File: src/rtl/pipe_pkg.sv
// pipe_pkg: shared pipeline constants, entry layout and helpers
package pipe_pkg;
    localparam logic [31:0] NOP_INST = 32'h2000_0000;
    localparam int BP_OFF = 0;
    localparam int BP_W = 1;
    localparam int INST_OFF = BP_OFF + BP_W;
    function automatic int pc_off(input int xlen);
        return INST_OFF + xlen;
    endfunction
    function automatic int entry_w(input int xlen, input int pc_bits);
        return pc_off(xlen) + pc_bits;
    endfunction
    function automatic int clog2(input int n);
        int r;
        r = 0;
        while ((1 << r) < n) r++;
        return r;
    endfunction
endpackage

File: src/rtl/sync_fifo_ptr.sv
// sync_fifo_ptr: generic FIFO pointer/occupancy controller with flush
module sync_fifo_ptr
    import pipe_pkg::*;
#(
    parameter int DEPTH = 4,
    parameter int AW = clog2(DEPTH),
    parameter int CW = clog2(DEPTH + 1)
) (
    input  logic          clk,
    input  logic          rst,
    input  logic          push,
    input  logic          pop,
    input  logic          flush,
    output logic [AW-1:0] rd_ptr,
    output logic [AW-1:0] wr_ptr,
    output logic [CW-1:0] count,
    output logic          full,
    output logic          empty
);
    assign full = count == CW'(DEPTH);
    assign empty = count == '0;
    // pointers wrap naturally; flush behaves like reset and drops same-cycle push/pop
    always_ff @(posedge clk) begin
        if (rst || flush) begin
            rd_ptr <= '0;
            wr_ptr <= '0;
            count <= '0;
        end else begin
            if (push) wr_ptr <= wr_ptr + AW'(1);
            if (pop) rd_ptr <= rd_ptr + AW'(1);
            count <= (push && !pop) ? count + CW'(1) : (pop && !push) ? count - CW'(1) : count;
        end
    end
    a_count_range: assert property (@(posedge clk) disable iff (rst) count <= CW'(DEPTH) && !(pop && empty) && !(push && full));
endmodule

File: src/rtl/f_to_d_queue.sv
// f_to_d_queue: fetch-to-decode FIFO with flush and NOP bubble when empty
module f_to_d_queue
    import pipe_pkg::*;
#(
    parameter int XLEN = 32,
    parameter int PC_BITS = 5,
    parameter int DEPTH = 4,
    parameter logic [XLEN-1:0] NOP = XLEN'(NOP_INST)
) (
    input  logic                       clk,
    input  logic                       rst,
    input  logic                       F_valid,
    input  logic [PC_BITS-1:0]         F_pc,
    input  logic [XLEN-1:0]            F_inst,
    input  logic                       F_BP_taken,
    output logic                       F_ready,
    input  logic                       stall_D,
    input  logic                       EX_taken,
    output logic                       D_valid,
    output logic [PC_BITS-1:0]         D_pc,
    output logic [XLEN-1:0]            D_inst,
    output logic                       D_BP_taken,
    output logic [$clog2(DEPTH+1)-1:0] D_count
);
    localparam int AW = clog2(DEPTH);
    localparam int EW = entry_w(XLEN, PC_BITS);
    localparam int PC_OFF = pc_off(XLEN);
    logic [EW-1:0] mem [DEPTH];
    logic [EW-1:0] head;
    logic [AW-1:0] rd_ptr, wr_ptr;
    logic push, pop, full, empty;
    assign push = F_valid && F_ready;
    assign pop = D_valid && !stall_D;
    assign F_ready = !full;
    assign D_valid = !empty;
    sync_fifo_ptr #(.DEPTH(DEPTH)) u_ptr (
        .clk(clk), .rst(rst), .push(push), .pop(pop), .flush(EX_taken),
        .rd_ptr(rd_ptr), .wr_ptr(wr_ptr), .count(D_count), .full(full), .empty(empty)
    );
    // storage needs no reset: an entry is only visible once counted
    always_ff @(posedge clk) begin
        if (push) mem[wr_ptr] <= {F_pc, F_inst, F_BP_taken};
    end
    assign head = mem[rd_ptr];
    assign D_pc = D_valid ? head[PC_OFF +: PC_BITS] : '0;
    assign D_inst = D_valid ? head[INST_OFF +: XLEN] : NOP;
    assign D_BP_taken = D_valid && head[BP_OFF];
endmodule

File: config.mk
export PLATFORM = sky130hd
export DESIGN_NAME = f_to_d_queue
export DESIGN_NICKNAME = d
export VERILOG_FILES = /design/src/rtl/pipe_pkg.sv /design/src/rtl/sync_fifo_ptr.sv /design/src/rtl/f_to_d_queue.sv
export SDC_FILE = /design/constraint.sdc
export NUM_CORES = 1
export LEC_CHECK = 0
export ABC_AREA = 0
export BUFFER_PORTS_ARGS = -buffer_cell sky130_fd_sc_hd__buf_2
export CAP_MARGIN = 20
export CELL_PAD_IN_SITES_DETAIL_PLACEMENT = 1
export CELL_PAD_IN_SITES_GLOBAL_PLACEMENT = 1
export CORE_MARGIN = 1.5
export CORE_UTILIZATION = 53
export DETAILED_ROUTE_END_ITERATION = 16
export GPL_ROUTABILITY_DRIVEN = 0
export PLACE_DENSITY_LB_ADDON = 0.1
export SLEW_MARGIN = 20
export SYNTH_ARGS = -nofsm -noshare
export SYNTH_HDL_FRONTEND = slang
export SYNTH_SLANG_ARGS = --single-unit
File: constraint.sdc
create_clock -name clk -period 3.47 [get_ports clk]
set_clock_uncertainty 0.2 [all_clocks]
set_input_delay 0.1735 -clock clk [delete_from_list [all_inputs] [get_ports clk]]
set_output_delay 0.1735 -clock clk [all_outputs]
set_load 0.02 [all_outputs]
==> results of run 1 <==
==> path summary, 6_finish.rpt <==
check,startpoint,slack [ns],end
hold / removal,F_inst[7],0.30,mem[1][8]
setup reg to reg,u_ptr.count[0],1.03,u_ptr.count[2]
hold reg to reg,u_ptr.count[2],0.34,u_ptr.count[2]
setup / recovery,flop,0.78,D_inst[17]
==> final cells by class <==
type                    count  area, µm²
clock buffers              17        425
multi-input cells         113       1380
flip-flops and latches    161       4750
clock inverters            15        149
fillers                   979       3610
well taps                 143        179
repair buffers            141        958
inverters                   4       15.0
==> cell usage in the layout (no fill, tap or decap) <==
cell	n
edfxtp_1	152
buf_2	85
dlygate4sd3_1	45
mux4_2	38
and2_1	37
clkbuf_16	17
buf_4	11
dfxtp_1	7
ha_1	5
clkinv_2	5
clkinv_1	5
inv_1	4
and3_2	4
o21ai_0	4
a21oi_1	4
or3_1	3
nor2_1	3
bufinv_16	3
nand2b_1	2
xor2_1	2
nand4_1	2
clkinvlp_4	2
or3b_1	1
and2_4	1
nor3_2	1
or2_1	1
or2_2	1
mux2i_1	1
nand2_1	1
o31ai_2	1
fa_1	1
dfxtp_4	1
dfxtp_2	1
==> registers in the layout, summed over array words and instances (netlist names), named ones only <==
name	flops
u_ptr.count	3
u_ptr.wr_ptr	2
mem	152
u_ptr.rd_ptr	2
==> cells in the mapped netlist, types with 2 or more instances <==
| cell | count | area (µm²) |
|---|---|---|
| edfxtp_1 | 152 | 4560 |
| mux4_2 | 38 | 856 |
| and2_1 | 37 | 231 |
| dfxtp_1 | 9 | 180 |
| clkbuf_1 | 6 | 22.5 |
| ha_1 | 5 | 62.6 |
| a21oi_1 | 4 | 20.0 |
| and3_1 | 4 | 25.0 |
| buf_2 | 4 | 20.0 |
| inv_1 | 4 | 15.0 |
| o21ai_0 | 4 | 20.0 |
| nor2_1 | 3 | 11.3 |
| or3_1 | 3 | 18.8 |
| buf_12 | 2 | 40.0 |
| buf_6 | 2 | 22.5 |
| nand2b_1 | 2 | 12.5 |
| nand4_1 | 2 | 12.5 |
| xor2_1 | 2 | 17.5 |
==> kinds of logic after synthesis <==
family	count (synthesis)	synth area share, %
XOR/XNOR	2	0.281
AO/OA/AOI/OAI	9	0.842
AND/OR/NAND/NOR	57	5.70
flip-flops	161	76.1
multiplexers	39	13.9
adder cells (fa/ha/maj)	6	1.32
buffers and inverters	18	1.93
==> metrics by stage <==
step,setup slack (ns),std cells
detailed placement,1.08,517
finish,0.784,594
floorplan,1.05,292
CTS,0.711,594
global route,0.628,594
global placement,1.15,517
==> worst max-delay path, cell delays in order, from the launching register on <==
cell     delay [ns]
dfxtp_4        0.76
buf_4          0.28
mux4_2         0.51
and2_1         0.17
buf_2          0.15
==> layer usage <==
metal	part of all wire (%)	global-route usage, %	wire length [µm]
met5	0	0	0
met4	0.86	7.17	110
met3	3.7	5.33	475
met2	53	38.3	6780
met1	42	28.1	5430
==> repair_timing <==
item                      4_1_cts  5_1_grt
hold endpoints to repair      161        0
hold buffers                   45        0
resized for setup               0        0
==> report_power, final <==
group	internal [mW]	leakage (nW)	switching, mW	total [mW]
Sequential	2.20	1.47	0.0333	2.23
Clock	1.11	0.280	0.703	1.81
Combinational	0.226	1.07	0.302	0.528
Total	3.53	2.82	1.04	4.57
==> results by group, run 1 <==
Timing
  – Final Max Slew Viols: 0
  – RSZ-0062 raised after global routing: no
  – Fmax: 372 MHz
  – Final number of setup-violating endpoints: 0
  – Hold Vio Cnt, Final: 0
  – Worst-Margin Slew: 0.755 ns
  – Slew HR: 49.7%
  – Setup TNS Final: 0 ns
  – Final period util: 77.4%
  – Minimum clock period: 2.69 ns
  – Minimum hold slack: 0.305 ns

Routing
  – Iter 0 DRT Violations: 178
  – DRC viols: 0
  – Routed via count: 3,219
  – Antenna viol nets, final: 0
  – Vias/cell: 5.42
  – 1st-pass router iterations: 4
  – WL final: 12.8 mm
  – DR WL/cell: 21.5 µm

Yosys
  – Netlist Area Pre-Place: 6240 µm²
  – Flop and latch count out of synthesis: 161
  – Register area share after synthesis: 76.1%
  – Cell count after synthesis: 292
  – Synth Warn #: 0
  – FFs w/ async S/R, synth: 0%
  – Cell variety after synth: 27
  – Post-synthesis net count: 341
  – Syn_area_per_cell: 21.4 µm²
  – Most used flip-flop cell after synthesis: edfxtp_1
  – EDFF count, synth: 152

Floorplan
  – Rows: 39
  – Die height: 111 µm
  – Initial cell density of the core: 54.4%
  – Die width: 111 µm
  – Core area: 11,500 µm²
  – Die ar.: 12,400 µm²
  – I/O pin count: 86

Job
  – Max_cap viols: 0

CTS
  – CTS buffer count: 17
  – Clock latency on the worst-skew pair: 0.42 ns
  – CTS root buf: clkbuf_16
  – CTS Sinks: 161
  – Max clock buf depth: 2
  – Setup bufs post-CTS: 0
  – TritonCTS clock tree: done
  – H-tree lvl count: 4
  – Worst-path clk slew: 0.06 ns

Worst setup path
  – Worst Setup End Kind: primary output
  – Startpoint Class: flop
  – Crit-path max FO: 30
  – R2R cell count: 8
  – Critical path required time: 3.10 ns
  – Worst path arrival time: 2.31 ns
  – Crit path kind: flop to primary output

Layout
  – Final instance area: 7860 µm²
  – Layout Utilization: 68.5%
  – Layout cells sized above 1: 37.9%
  – Area Growth Syn to Fin: 25.9%
  – ANT cells: 0
  – Final layout net count: 487

Global routing
  – Global route total overflow: 0
  – Initial antenna violation count: 0
  – Number of global-route vias before repair: 3,531
  – First-pass GRT wire length: 20.0 mm
  – Largest net degree at the start of global routing: 39
  – Total track usage: 22.2%

Worst hold path
  – Hold depth: 2
  – Hold Crit Class: input port to flop

Place
  – DP HPWL: 7.51 mm
  – DP Area: 6830 µm²
  – Number of port buffers: 85

Power
  – Pwr dens: 582 nW/µm²
  – Peak VDD IR: 0.000425 V
  – Static leakage: 2.82 nW
  – Design Power: 4.57 mW

Status
  – Status: finished, final reports clean
Note: power is estimated with default switching activity, not from simulation.
==> inputs of run 2 (changes only) <==
Settings changed: CORE_UTILIZATION 53 to 49.
Clock period 3.47 ns to 2.51 ns, I/O delays scaled along.
==> run 2 against run 1 <==
  * Flip-flop and latch count is the same
  * Count of clock-buffer cells in the layout grew 5
  * Die area grew 7.9%
  * Clock power grew 48%
  * Non-clock buffer count shrank 1
  * Power grew 42%
  * Sequential share of layout area shrank 1.0 points
  * Register-to-register slack lost 0.87 ns
  * Sequential power grew 38%
  * Combinational power grew 42%
  * Critical path type is now flop to flop
  * Largest cell class unchanged
  * Highest routed layer unchanged
==> results by group, run 2 (synthesis gave the netlist of run 1 again) <==
Floorplan
  – Initial cell density of the core: 49.8%
  – Die height: 116 µm
  – I/O pin count: 86
  – Rows: 41
  – Die width: 116 µm
  – Die ar.: 13,400 µm²
  – Core area: 12,500 µm²

CTS
  – CTS buffer count: 17
  – Clock latency on the worst-skew pair: 0.42 ns
  – Worst-path clk slew: 0.06 ns
  – Max clock buf depth: 2
  – CTS Sinks: 161
  – Setup bufs post-CTS: 0
  – CTS root buf: clkbuf_16
  – H-tree lvl count: 4
  – TritonCTS clock tree: done

Job
  – Max_cap viols: 0

Power
  – Clock share of power: 41.2%
  – Peak VDD IR: 0.000575 V
  – Static leakage: 2.85 nW
  – Switching pwr: 1.45 mW
  – Int Pwr: 5.05 mW
  – Seq pwr share: 47.2%
  – Share of total power in combinational logic: 11.5%
  – Sw frac: 22.3%
  – Pwr dens: 813 nW/µm²

Layout
  – ANT cells: 0
  – Biggest register: mem
  – Layout cells sized above 1: 38.0%
  – Area Growth Syn to Fin: 28.1%
  – Fill cell total of the finished layout: 1,093
  – Final layout net count: 486
  – Max reg flops: 152
  – Largest regs: mem: 152 flops, u_ptr.count: 3 flops
  – Commonest non-fill, non-tap cell in the layout: edfxtp_1
  – Final instance area: 7990 µm²
  – Most frequent cells in the layout: edfxtp_1, buf_2, dlygate4sd3_1

Timing
  – Minimum clock period: 2.35 ns
  – RSZ-0062 raised after global routing: no
  – Worst-Margin Slew: 0.382 ns
  – Final Max Slew Viols: 0
  – Fmax: 426 MHz
  – Final period util: 93.6%
  – Final number of setup-violating endpoints: 0
  – Setup TNS Final: 0 ns
  – Hold Vio Cnt, Final: 0
  – Slew HR: 74.5%

Global routing
  – First-pass GRT wire length: 18.4 mm
  – Initial antenna violation count: 0
  – Global route total overflow: 0
  – Largest net degree at the start of global routing: 39
  – Number of global-route vias before repair: 3,406
  – Total track usage: 19.7%

Place
  – Number of port buffers: 85
  – DP HPWL: 6.84 mm
  – DP Area: 6910 µm²

Worst setup path
  – Crit path kind: flop to flop
  – Startpoint Class: flop
  – Crit-path max FO: 8
  – Worst Setup End Kind: flop
  – Worst path arrival time: 2.50 ns
  – Critical path required time: 2.66 ns

Routing
  – Antenna viol nets, final: 0
  – Vias/cell: 5.09
  – Iter 0 DRT Violations: 153
  – DRC viols: 0
  – Routed via count: 3,167
  – DR WL/cell: 19.5 µm
  – 1st-pass router iterations: 4
  – WL final: 12.1 mm

Status
  – Status: finished, final reports clean

Worst hold path
  – Hold Crit Class: input port to flop
-- run 2: per-stage QoR --
step                power (mW)  hold slack (ns)  setup slack, ns  cells  utilization [%]
finish                    6.50            0.255            0.160    622             63.8
CTS                       6.56            0.232           0.0652    622             63.8
global route              6.71            0.249           0.0238    622             63.8
detailed placement        3.83            0.145           0.0815    544             55.2
floorplan                 3.56           0.0244           0.0901    292                -
global placement          3.80            0.137            0.168    544             55.2
-- run 2: final cells by class --
cell class                      instances  area, µm²  share of cell area [%]
Inverter                                4       15.0                   0.188
Clock buffer                           22        454                    5.68
Clock inverter                         10        160                    2.00
Multi-Input combinational cell        113       1380                    17.3
Sequential cell                       161       4750                    59.4
Tap cell                              172        215                    2.69
Timing Repair Buffer                  140       1020                    12.7
-- run 2: repair_timing --
action / 4_1_cts / 5_1_grt
hold buffers: 46 / 0
endpoints found under the hold margin: 161 / 0
gates resized for setup: 0 / 1
endpoints found under the setup margin: 0 / 1
-- run 2: layer usage --
metal / track usage [%] / share of wire, % / up-vias
met5: 0 / 0 / -
met4: 8.05 / 1.6 / 0
met3: 5.13 / 4.5 / 15
met2: 33.0 / 52 / 98
met1: 24.8 / 42 / 1596
li1: - / - / 1458
-- run 2: path summary, 6_finish.rpt --
| path | to | slack (ns) | from | depth (start not counted) |
|---|---|---|---|---|
| worst max-delay path | u_ptr.count[2] | 0.16 | u_ptr.count[1] | 8 |
| worst min-delay path | mem[0][37] | 0.25 | F_pc[4] | 2 |
| worst max register to register | u_ptr.count[2] | 0.16 | u_ptr.count[1] | 8 |
| worst min register to register | flop | 0.32 | u_ptr.rd_ptr[1] | 2 |
-- run 2: critical path, stage by stage, from the launching register on --
cell,delay [ns]
dfxtp_1,0.47
or3b_4,0.22
and2_4,0.16
ha_1,0.18
inv_1,0.06
fa_1,0.38
xor2_1,0.16
or3_1,0.31
a21oi_1,0.14
-- run 2: power groups by stage --
stage,Clock [mW],Combinational (mW),Sequential [mW]
after floorplan,0,0.433,3.12
after global placement,0,0.689,3.11
after detailed placement,0,0.703,3.12
after CTS,2.73,0.761,3.07
after global routing,2.82,0.815,3.07
final,2.68,0.750,3.07
